**src/rtl/sel_mux_reg.sv**
```systemverilog
// sel_mux_reg: N-channel valid/ready selector feeding a single registered
// output entry. Channel choice is either the fixed `sel` input or, when the
// SEL_MUX_RR_EN macro is defined, an optional round-robin search selected by
// rr_mode. Without SEL_MUX_RR_EN the block is fixed-select only and carries
// no round-robin state.
module sel_mux_reg #(
  parameter int WIDTH    = 8,
  parameter int CHANNELS = 4,
  parameter int SELW     = 2
) (
  input  logic                      clk,
  input  logic                      rst_n,
  input  logic [CHANNELS*WIDTH-1:0] in_data,
  input  logic [CHANNELS-1:0]       in_valid,
  output logic [CHANNELS-1:0]       in_ready,
  input  logic [SELW-1:0]           sel,
`ifdef SEL_MUX_RR_EN
  input  logic                      rr_mode,
`endif
  output logic [WIDTH-1:0]          out_data,
  output logic [SELW-1:0]           out_chan,
  output logic                      out_valid,
  input  logic                      out_ready
);

  logic              accept_en;
  logic              grant;
  logic [SELW-1:0]   chosen;
  logic [WIDTH-1:0]  sel_data;
  logic              in_xfer;

`ifdef SEL_MUX_RR_EN
  logic [SELW-1:0]   rr_ptr;
  logic [SELW-1:0]   next_ptr;
  int                rr_idx;
`endif

  // The output entry can take a new word when it is empty or being drained.
  assign accept_en = !out_valid || out_ready;

  // Pick the channel: fixed select by default, round-robin search when enabled.
  always_comb begin
    chosen = sel;
    grant  = (int'(sel) < CHANNELS);
`ifdef SEL_MUX_RR_EN
    rr_idx = 0;
    if (rr_mode) begin
      chosen = '0;
      grant  = 1'b0;
      for (int k = CHANNELS - 1; k >= 0; k--) begin
        rr_idx = int'(rr_ptr) + k;
        if (rr_idx >= CHANNELS) rr_idx = rr_idx - CHANNELS;
        if (in_valid[rr_idx]) begin
          chosen = rr_idx[SELW-1:0];
          grant  = 1'b1;
        end
      end
    end
`endif
  end

  // Drive ready only to the chosen channel and steer its data to the register.
  always_comb begin
    in_ready = '0;
    sel_data = '0;
    for (int i = 0; i < CHANNELS; i++) begin
      if (grant && (int'(chosen) == i)) begin
        in_ready[i] = accept_en && rst_n;
        sel_data    = in_data[i*WIDTH +: WIDTH];
      end
    end
  end

  assign in_xfer = |(in_ready & in_valid);

  // Single output entry: load on input transfer, clear when drained, else hold.
  always_ff @(posedge clk or negedge rst_n) begin
    if (!rst_n) begin
      out_valid <= 1'b0;
      out_data  <= '0;
      out_chan  <= '0;
    end else if (accept_en) begin
      out_valid <= in_xfer;
      if (in_xfer) begin
        out_data <= sel_data;
        out_chan <= chosen;
      end
    end
  end

`ifdef SEL_MUX_RR_EN
  // Pointer moves one past the granted channel, wrapping at the last channel.
  always_comb begin
    next_ptr = chosen + SELW'(1);
    if (int'(chosen) == CHANNELS - 1) next_ptr = '0;
  end

  // Round-robin pointer advances only when a word is actually accepted.
  always_ff @(posedge clk or negedge rst_n) begin
    if (!rst_n) begin
      rr_ptr <= '0;
    end else if (in_xfer) begin
      rr_ptr <= next_ptr;
    end
  end
`endif

endmodule

```
**config.mk**
```make
export PLATFORM = sky130hd
export DESIGN_NAME = sel_mux_reg
export DESIGN_NICKNAME = d
export VERILOG_FILES = /design/src/rtl/sel_mux_reg.sv
export SDC_FILE = /design/constraint.sdc
export NUM_CORES = 1
export LEC_CHECK = 0
export CORE_UTILIZATION = 50
export DETAILED_ROUTE_END_ITERATION = 10
export DONT_BUFFER_PORTS = 1
export REMOVE_ABC_BUFFERS = 1
export SYNTH_ARGS = -nofsm -noshare
export SYNTH_HDL_FRONTEND = slang
export SYNTH_SLANG_ARGS = --single-unit
```
**constraint.sdc**
```tcl
create_clock -name clk -period 2.1 [get_ports clk]
set_input_delay 0.42 -clock clk [delete_from_list [all_inputs] [get_ports clk]]
set_output_delay 0.42 -clock clk [all_outputs]
set_load 0.05 [all_outputs]
```
==> metrics.csv, run 1 <==
metric,value,unit
seq_area,275.3,um^2
holdWs,0.2911,ns
post-route-period-util,0.8291,
grt_overflow_total,0,
relSlewSlack,0.6647,
track_usage,0.1947,
post-route-drc-count,0,
synthTopCellsByArea,"dfrtp_1 37%, mux4_1 28%, mux2_2 14%",
fillers,105,
ant_nets,0,
start_kind,flop,
wl_per_cell,21.13,um
yosys.area.top_type,dfrtp_1,
grt_pass1_wl,2001,um
grt_max_degree,16,
crit_slowest_cell,dfrtp_1,
drt_iter0_drc,7,
antenna_found_initial,0,
path_delay_family,simple AND/OR/NAND/NOR gates,
endpoint_kind,primary output,
cp_cell_sequence,nand2b_1 -> nand2_1 -> nor3_1 -> buf_4,
clk_latency,0.26,ns
cts_root_buf,clkbuf_4,
die_y,40.49,um
cts_num_sinks,11,
synth_seq_area_share,0.3716,
instances_no_fill,71,
pin_count,56,
slew_violations,0,
hold_buffers,1,
critPathBufInv,1,
clk_path_buf_depth,2,
final_hold_viol_count,0,
nets,98,
cts_tree,built,
maxClockFrequency,574.4,MHz
start_util,0.5553,
max_cap_violations,0,
fin_setup_tns,0,ns
cts.htree.levels,1,
yosysWarnings,0,
power,0.7865,mW
fin_skew,0.002803,ns
hold_class,input port to flop,
vias,487,
drt_wl_total,1500,um
drive_gt1_frac,0.3571,
ys_ff_latch,11,
dieArea,0.001639,mm^2
setup_viol_count_final,0,
setup.worst_path.class,flop to primary output,
routed_via_density,6.859,
place.gp.congestion,0.7193,
synthToLayoutAreaGrowth,7.939,%
mappedNetlistArea,740.7,um^2
cts_resized,0,
rows,13,
post-cts-setup-buffers,0,
worst_ep_required_time,1.68,ns
grt_pass1_vias,482,
critPathMaxStageDelay,0.38,ns
diodes,0,
cts_buffers,3,
tightest_slew,0.5013,ns
arrival,1.32,ns
peakVddDrop,0.0005542,V
layout_common_cells,"11 x dfrtp_1, 9 x mux2_2, 8 x mux4_1, 5 x buf_4",
hpwl,1159,um
dr.pass1.iters,4,
netlist_instances,50,
yosys.cell_types.count,19,
synth.avg_cell_area,14.81,um^2
rsz0062_at_grt,no,
multiInputGateArea,427.9,um^2
status,"complete, no violations",
p_per_area,983.7,mW/mm^2
p_leak,0.3447,nW
critPathMaxFanout,4,
core,0.001334,mm^2
dp_cells,66,
layout_commonest_cell,dfrtp_1,
final_util,0.5994,
cts.clk_slew.worst_paths,0.07,ns
die_w,40.49,um
period_needed,1.741,ns
synth_top_cell_area_share,0.3716,
io_buffers,0,
-- power breakdown --
group          leakage (nW)  switching, mW  total [mW]  internal, mW
registers             0.131          0.233       0.497         0.264
logic                 0.199         0.0608       0.146        0.0856
clock network        0.0150         0.0694       0.143        0.0734
total                 0.345          0.363       0.787         0.423
-- per-layer routing --
layer,part of all wire,global-route usage
met1,0.35,0.1882
met2,0.55,0.3690
met3,0.099,0.08333
met4,0,0.05000
met5,0,0
-- state kept, by name, summed over array words and instances (netlist names) --
name,flops
out_valid,1
out_data,8
out_chan,2
-- final cells by class --
type                       instances  share of cell area
multi-input combinational         34              0.5352
clock buffer                       4             0.03286
sequential                        11              0.3443
tap                               15             0.02347
inverter                           1            0.004695
timing repair buffer               6             0.05947
-- synthesized netlist by cell type --
library cell	n
dfrtp_1	11
mux2_2	9
mux4_1	8
nand2_1	3
nor2_1	3
nand3_1	2
nor3_1	2
a21oi_1	1
buf_1	1
buf_2	1
buf_6	1
clkbuf_8	1
inv_1	1
mux2_4	1
mux2i_1	1
nand2b_1	1
o211ai_1	1
o21ba_2	1
o22ai_4	1
-- kinds of logic (layout without fill, tap and decap cells) --
logic type,Yosys count,in the layout,synth area share
buffers and inverters,5,11,0.05065
AND/OR/NAND/NOR,11,11,0.06588
AO/OA/AOI/OAI,4,4,0.05743
flip-flops,11,11,0.3716
multiplexers,19,19,0.4544
-- stage by stage --
step,setup WS (ns),instance area [um^2]
after global placement,0.5156,763.2
final,0.3590,799.5
after detailed placement,0.4657,763.2
after global routing,0.2945,799.5
after floorplan,-0.2157,706.9
after CTS,0.3246,799.5
-- worst paths after layout --
kind | start | cells after the start | slack, ns | end
min in group asynchronous | rst_n | 1 | 0.56 | out_valid$_DFFE_PN0N_
max in group asynchronous | rst_n | 1 | 1.21 | out_data[6]$_DFFE_PN0P_
max | out_valid$_DFFE_PN0N_ | 4 | 0.36 | in_ready[0]
min | sel[1] | 2 | 0.29 | out_chan[1]$_DFFE_PN0P_
min reg2reg | out_valid$_DFFE_PN0N_ | 2 | 0.57 | out_valid$_DFFE_PN0N_
max reg2reg | out_valid$_DFFE_PN0N_ | 4 | 0.52 | out_data[2]$_DFFE_PN0P_
No activity file was read; power rests on OpenSTA's default activity.
==> inputs of run 2 (changes only) <==
PLACE_DENSITY = 0.68   (was default)
clock period = 1.42 ns   (was 2.1 ns; I/O delays follow)
==> run 2 against run 1 <==
The flow now finishes with violations (negative setup slack); non-clock buffer count up 8; worst hold slack worse by 0.13 ns; cell area up 25%; cell count up 11%; flip-flop and latch count unchanged; critical endpoint is now in_ready[2]; largest cell class unchanged; largest power group unchanged; highest routed layer is now met4.
==> metrics.csv, run 2 (synthesized netlist as in run 1, its figures left out) <==
metric,value,unit,change
status,"finished, violations left",,"was complete, no violations"
violations,negative setup slack,,
maxClockFrequency,647.3,MHz,
slew_violations,0,,unchanged
p_per_area,1280,mW/mm^2,was 983.7 mW/mm^2
grt_max_degree,16,,unchanged
place.gp.congestion,0.7880,,was 0.7193
setup.worst_path.class,flop to primary output,,unchanged
fillers,77,,was 105
holdWs,0.1591,ns,was 0.2911 ns
largest-register,out_data,,unchanged
diodes,0,,unchanged
dr.pass1.iters,4,,unchanged
post-route-period-util,1.088,,
period_needed,1.545,ns,
cts.clk_slew.worst_paths,0.07,ns,about the same
drt_wl_total,1806,um,was 1500 um
clk_path_buf_depth,2,,unchanged
cts.htree.levels,1,,unchanged
dieArea,0.001639,mm^2,unchanged
endpoint_kind,primary output,,unchanged
routed_via_density,6.646,,was 6.859
pin_count,56,,unchanged
reg.largest.list,"out_data (8), out_chan (2), out_valid (1)",,unchanged
rows,13,,unchanged
rsz0062_at_grt,yes,,was no
grt_overflow_total,0,,unchanged
cts_tree,built,,unchanged
arrival,1.26,ns,was 1.32 ns
relSlewSlack,0.6585,,was 0.6647
cts_root_buf,clkbuf_4,,unchanged
die_w,40.49,um,unchanged
worst_ep_required_time,1.14,ns,was 1.68 ns
fin_area,0.001002,mm^2,was 799.5 um^2
ant_nets,0,,unchanged
drt_iter0_drc,13,,was 7
hpwl,1263,um,was 1159 um
clk_latency,0.27,ns,was 0.26 ns
synthToLayoutAreaGrowth,35.30,%,was 7.939%
nets,106,,was 98
tightest_slew,0.5122,ns,was 0.5013 ns
layout_commonest_cell,dfrtp_1,,unchanged
multiInputGateArea,528.0,um^2,was 427.9 um^2
postPlaceCellArea,778.2,um^2,was 763.2 um^2
grt_pass1_wl,2352,um,was 2001 um
peakVddDrop,0.0009530,V,was 0.0005542 V
layout_common_cells,"11 x dfrtp_1, 10 x mux2_4, 8 x mux4_1, 6 x buf_4, 4 x buf_6",,"was 11 x dfrtp_1, 9 x mux2_2, 8 x mux4_1, 5 x buf_4"
largest_register_ffs,8,,unchanged
setup_viol_count_final,13,,was 0
fin_skew,0.007171,ns,was 0.002803 ns
max_cap_violations,0,,unchanged
post-route-drc-count,0,,unchanged
grt_pass1_vias,571,,was 482
cts_buffers,3,,unchanged
final_hold_viol_count,0,,unchanged
p_leak,0.4411,nW,was 0.3447 nW
core,0.001334,mm^2,unchanged
antenna_found_initial,0,,unchanged
start_util,0.5553,,unchanged
worst_slack,-0.1250,ns,was 0.3590 ns
critPathMaxFanout,4,,unchanged
track_usage,0.2355,,was 0.1947
wl_per_cell,22.86,um,was 21.13 um
fin_setup_tns,-1.314,ns,was 0 ns
vias,525,,was 487
die_y,40.49,um,unchanged
io_buffers,0,,unchanged
cts_num_sinks,11,,unchanged
drive_gt1_frac,0.5625,,was 0.3571
seq_area,275.3,um^2,unchanged
hold_class,input port to flop,,unchanged
start_kind,flop,,unchanged
-- run 2: layer usage --
metal  vias to the layer above  track usage  wire (um)  share of wire
li1                        227            -          -              -
met1                       260       0.1923        611           0.34
met2                        36       0.4603        986           0.55
met3                         2       0.1278        197           0.11
met4                         0      0.07500         10         0.0055
met5                         -            0          0              0
-- run 2: per-stage QoR --
step | setup slack [ns] | util | std cells | power (mW)
after detailed placement | -0.1985 | 0.5835 | 68 | 0.9621
after global routing | -0.1571 | 0.7514 | 79 | 1.339
after floorplan | -0.7597 | - | 46 | 0.9051
final | -0.1250 | 0.7514 | 79 | 1.283
after CTS | -0.1264 | 0.6979 | 77 | 1.223
after global placement | -0.06168 | 0.5835 | 68 | 0.9417
-- run 2: layout make-up --
class,count,area share
Tap cell,15,0.01873
Clock buffer,4,0.02622
Sequential cell,11,0.2747
Inverter,1,0.003745
Timing Repair Buffer,14,0.1498
Multi-Input combinational cell,34,0.5268
-- run 2: where the power goes --
part           switching, mW  total (mW)  internal [mW]
sequential             0.351       0.742          0.391
combinational          0.118       0.333          0.215
clock                 0.0997       0.208          0.109
total                  0.568        1.28          0.715
-- run 2: worst paths after layout --
kind	startpoint	end	slack, ns	cells after the start
worst max-delay path	out_valid$_DFFE_PN0N_	in_ready[2]	-0.12	5
worst min-delay path	sel[1]	out_chan[1]$_DFFE_PN0P_	0.16	2
worst max register to register	out_valid$_DFFE_PN0N_	out_data[1]$_DFFE_PN0P_	-0.10	6
worst min register to register	out_valid$_DFFE_PN0N_	out_valid$_DFFE_PN0N_	0.70	3
max in group asynchronous	rst_n	out_data[6]$_DFFE_PN0P_	0.66	1
min in group asynchronous	rst_n	out_chan[0]$_DFFE_PN0P_	0.41	1
-- run 2: what timing repair did --
item,4_1_cts,5_1_grt
hold endpoints to repair,11,0
endpoints found under the setup margin,13,13
setup buffers,4,2
pin swaps,2,1
hold buffers,1,0
resized for setup,16,14
-- run 2: worst max-delay path, stage by stage (launching register included) --
cell and delay, ns:
dfrtp_1 0.41, nand2b_4 0.12, nand3_4 0.08, buf_6 0.13, nor2_4 0.09, buf_8 0.15
==> RTL change 1: new RTL, flow settings as in run 2 <==
The option `SEL_MUX_RR_EN` is turned on by a define.
--- a/src/rtl/sel_mux_reg.sv
+++ b/src/rtl/sel_mux_reg.sv
@@ -5,2 +5,4 @@
 // no round-robin state.
+`define SEL_MUX_RR_EN
+
 module sel_mux_reg #(
Interface: changed (added rr_mode); port bits go from 56 to 57. The function was not compared with the original's and may differ.
==> RTL change 1 against run 2 <==
  * The flow still finishes with violations (setup timing)
  * Clock skew rose by 0.0017 ns
  * Routed wire length rose by 57%
  * Critical endpoint is now rr_ptr[1]$_DFFE_PN0P_
  * Worst hold slack improved by 0.024 ns
  * Sequential share of layout area fell by 3.7 points
  * Critical path depth rose by 4
  * Largest cell class unchanged
  * Worst setup slack got worse by 0.95 ns
  * Synthesized cell count rose by 98%
  * Critical path type is now register to register
  * Design area rose by 36%
  * Fmax fell by 38%
  * Sequential cell count rose by 2
  * Synthesized area rose by 23%
  * Cell count rose by 94%
  * Highest routed layer unchanged
Power is not compared: it rests on default switching activity, and its combinational part moved more than twofold at a synthesized area within 25%.
==> RTL change 1: results <==
[outcome]
status = complete, but fails checks
violations = setup timing

[clocking]
worst_skew_pair.late_latency_ns = 0.29
postCtsSetupRepairBufs = 7
clkSlewWorstSetupHoldPaths_ns = 0.09
postCtsResizedCells = 45

[global_route]
grt_pass1_wl_microns = 4280
globalRouteMet1Util = 0.435
maximum_number_of_pins_on_one_net_before_global_route_repair = 14
global_route.usage.met2 = 0.453
gr-usage-met3 = 0.0571
global_route.usage.total = 0.305

[cells_and_area]
number_of_filler_cells_placed_in_the_layout = 99
largest_registers = out_data x8, out_chan x2, rr_ptr x2
finalNonFillerCells = 153
drive_above_1_share = 0.492
nNetsFinal = 175

[synth]
synth.lib_cells_used.distinct = 32
synth_top_cells_by_count = dfrtp_1, nand2_1, a221oi_1, o31ai_1, o22ai_1
yosys.area_share.adder = 0.0551
synthesis.area_sq_um = 908
synth_compound_area_frac = 0.337
postSynthAreaPerCell_sq_um = 9.18
biggest_area_contributors_in_the_synthesized_netlist = dfrtp_1, a221oi_1, o31ai_1, ha_1, o22ai_1
synth-seq-area-share = 0.358

[worst_setup_path]
r2r.worst_path.cells = 9
cp_slowest_stage_delay_ns = 0.43
worst_ep_arrival_time_ns = 2.67
crit_family = compound AO/OA/AOI/OAI gates
cp_max_fo = 5

[timing]
setup-violations-final = 17
worst_slew_margin_relative_to_its_limit = 0.574
timing.clock.skew_ns = 0.00884
layout_setup_ws_ns = -1.07

[place]
postPlaceCellArea_sq_mm = 0.00109
place.detailed.hpwl_microns = 1720

[route]
m1WireLength_microns = 1210
route.met3.wl_microns = 222
drt-vias-per-instance = 6.11
wirelength_microns = 2840
-- RTL change 1: final timing paths --
check	from	to	slack [ns]
worst max-delay path	rr_ptr[0]$_DFFE_PN0P_	rr_ptr[1]$_DFFE_PN0P_	-1.07
worst min-delay path	rr_mode	out_chan[0]$_DFFE_PN0P_	0.18
worst max register to register	rr_ptr[0]$_DFFE_PN0P_	rr_ptr[1]$_DFFE_PN0P_	-1.07
worst min register to register	rr_ptr[1]$_DFFE_PN0P_	rr_ptr[1]$_DFFE_PN0P_	0.59
max in group asynchronous	rst_n	out_data[6]$_DFFE_PN0P_	0.55
min in group asynchronous	rst_n	out_data[0]$_DFFE_PN0P_	0.45
-- RTL change 1: final cells by class --
type                            instances  share of cell area
Timing Repair Buffer                   30               0.220
Clock buffer                            4              0.0192
Multi-Input combinational cell         77               0.489
Inverter                                4              0.0110
Sequential cell                        13               0.238
Tap cell                               25              0.0229
-- RTL change 1: metrics by stage --
step | util | setup TNS [ns]
6_report | 0.801 | -17.06
5_1_grt | 0.801 | -18.14
4_1_cts | 0.793 | -15.54
3_5_place_dp | 0.636 | -16.72
3_3_place_gp | 0.636 | -16.28
2_1_floorplan | - | -19.06
-- RTL change 1: power groups by stage --
| stage | Sequential, W | Clock, W | Combinational [W] |
|---|---|---|---|
| after floorplan | 0.00113 | 0 | 0.000595 |
| after global placement | 0.00106 | 0 | 0.000994 |
| after detailed placement | 0.00107 | 0 | 0.00102 |
| after CTS | 0.00107 | 0.000238 | 0.00134 |
| after global routing | 0.00110 | 0.000265 | 0.00149 |
| final | 0.00107 | 0.000243 | 0.00140 |
==> RTL change 2: new RTL, flow settings as in run 2 <==
Made on the original files. The parameter `CHANNELS` goes from 4 to 6.
--- a/src/rtl/sel_mux_reg.sv
+++ b/src/rtl/sel_mux_reg.sv
@@ -7,3 +7,3 @@
   parameter int WIDTH    = 8,
-  parameter int CHANNELS = 4,
+  parameter int CHANNELS = 6,
   parameter int SELW     = 2
Ports: changed (resized in_data, in_ready and in_valid); port bits go from 56 to 76. No check against the original RTL was run, so the function may have changed too.
==> RTL change 2 against run 2 <==
  * The run still ends with setup timing left
  * Sequential power down 0.8%
  * Count of clock-buffer cells in the layout down 1
  * Synthesized cell count up 6.0%
  * Routed wire length up 0.94%
  * Worst setup slack better by 0.025 ns
  * Sequential cell count unchanged
  * Synthesized area up 2.5%
  * Non-clock buffer count down 1
  * Design area down 4.0%
  * Sequential share of layout area up 1.1 points
  * Die area up 2.4%
  * Total power down 2.9%
  * Largest power group unchanged
==> RTL change 2: results <==
[outcome]
violations = setup timing
status = complete, but fails checks

[timing]
layout_setup_ws_ns = -0.100
setup-violations-final = 13
worst_slew_margin_relative_to_its_limit = 0.658
timing.setup.tns_ns = -1.10

[place]
dp.cells = 69
gpl.final_weighted_congestion = 0.743
minimum_setup_slack_after_placement_ns = -0.136

[cells_and_area]
layout.sequential_cells = 11
drive_above_1_share = 0.554
number_of_filler_cells_placed_in_the_layout = 87
clk_share = 0.0286
buffers = 13
area_delta_synth_final_pct = 26.7
share_of_cell_area_taken_by_multi_input_logic_gates = 0.518
clockBufferCount = 3
multi_input_gates = 36
final-nonclk-buf-share = 0.144

[synth]
post_synth_mux_area_share = 0.443
biggest_area_contributors_in_the_synthesized_netlist = dfrtp_1, mux4_1, mux2_2, o22ai_4, buf_4

[route]
met2_wirelength_from_detailed_routing_microns = 1040
detail_route.iter0.violations = 10
wirelength_microns = 1820
wl_per_cell_microns = 22.8
drt-vias-per-instance = 6.58
router_iterations_before_antenna_repair = 3
route.met3.wl_microns = 134

[global_route]
grt_pass1_wl_microns = 2420
globalRouteMet1Util = 0.228
global_route.usage.met2 = 0.449

[clocking]
postCtsResizedCells = 14

[worst_setup_path]
worst_ep_arrival_time_ns = 1.67
RTL change 2: cell count changes after synthesis, sizes merged:
cell / change
buf: +2
conb: +1
RTL change 2: final timing paths:
path / startpoint / endpoint / slack [ns] / depth (start not counted)
setup / recovery: out_valid$_DFFE_PN0N_ / out_data[2]$_DFFE_PN0P_ / -0.10 / 6
hold / removal: sel[0] / out_chan[0]$_DFFE_PN0P_ / 0.17 / 1
setup reg to reg: out_valid$_DFFE_PN0N_ / out_data[2]$_DFFE_PN0P_ / -0.10 / 6
hold reg to reg: out_valid$_DFFE_PN0N_ / out_valid$_DFFE_PN0N_ / 0.72 / 3
max in group asynchronous: rst_n / out_valid$_DFFE_PN0N_ / 0.67 / 1
min in group asynchronous: rst_n / out_data[3]$_DFFE_PN0P_ / 0.41 / 1
RTL change 2: logic make-up (layout without fill, tap and decap cells):
family          Yosys count  after routing
simple gates             11             11
buf+inv                   7             18
mux                      19             19
flops                    11             11
other cells               1              2
compound gates            4              4
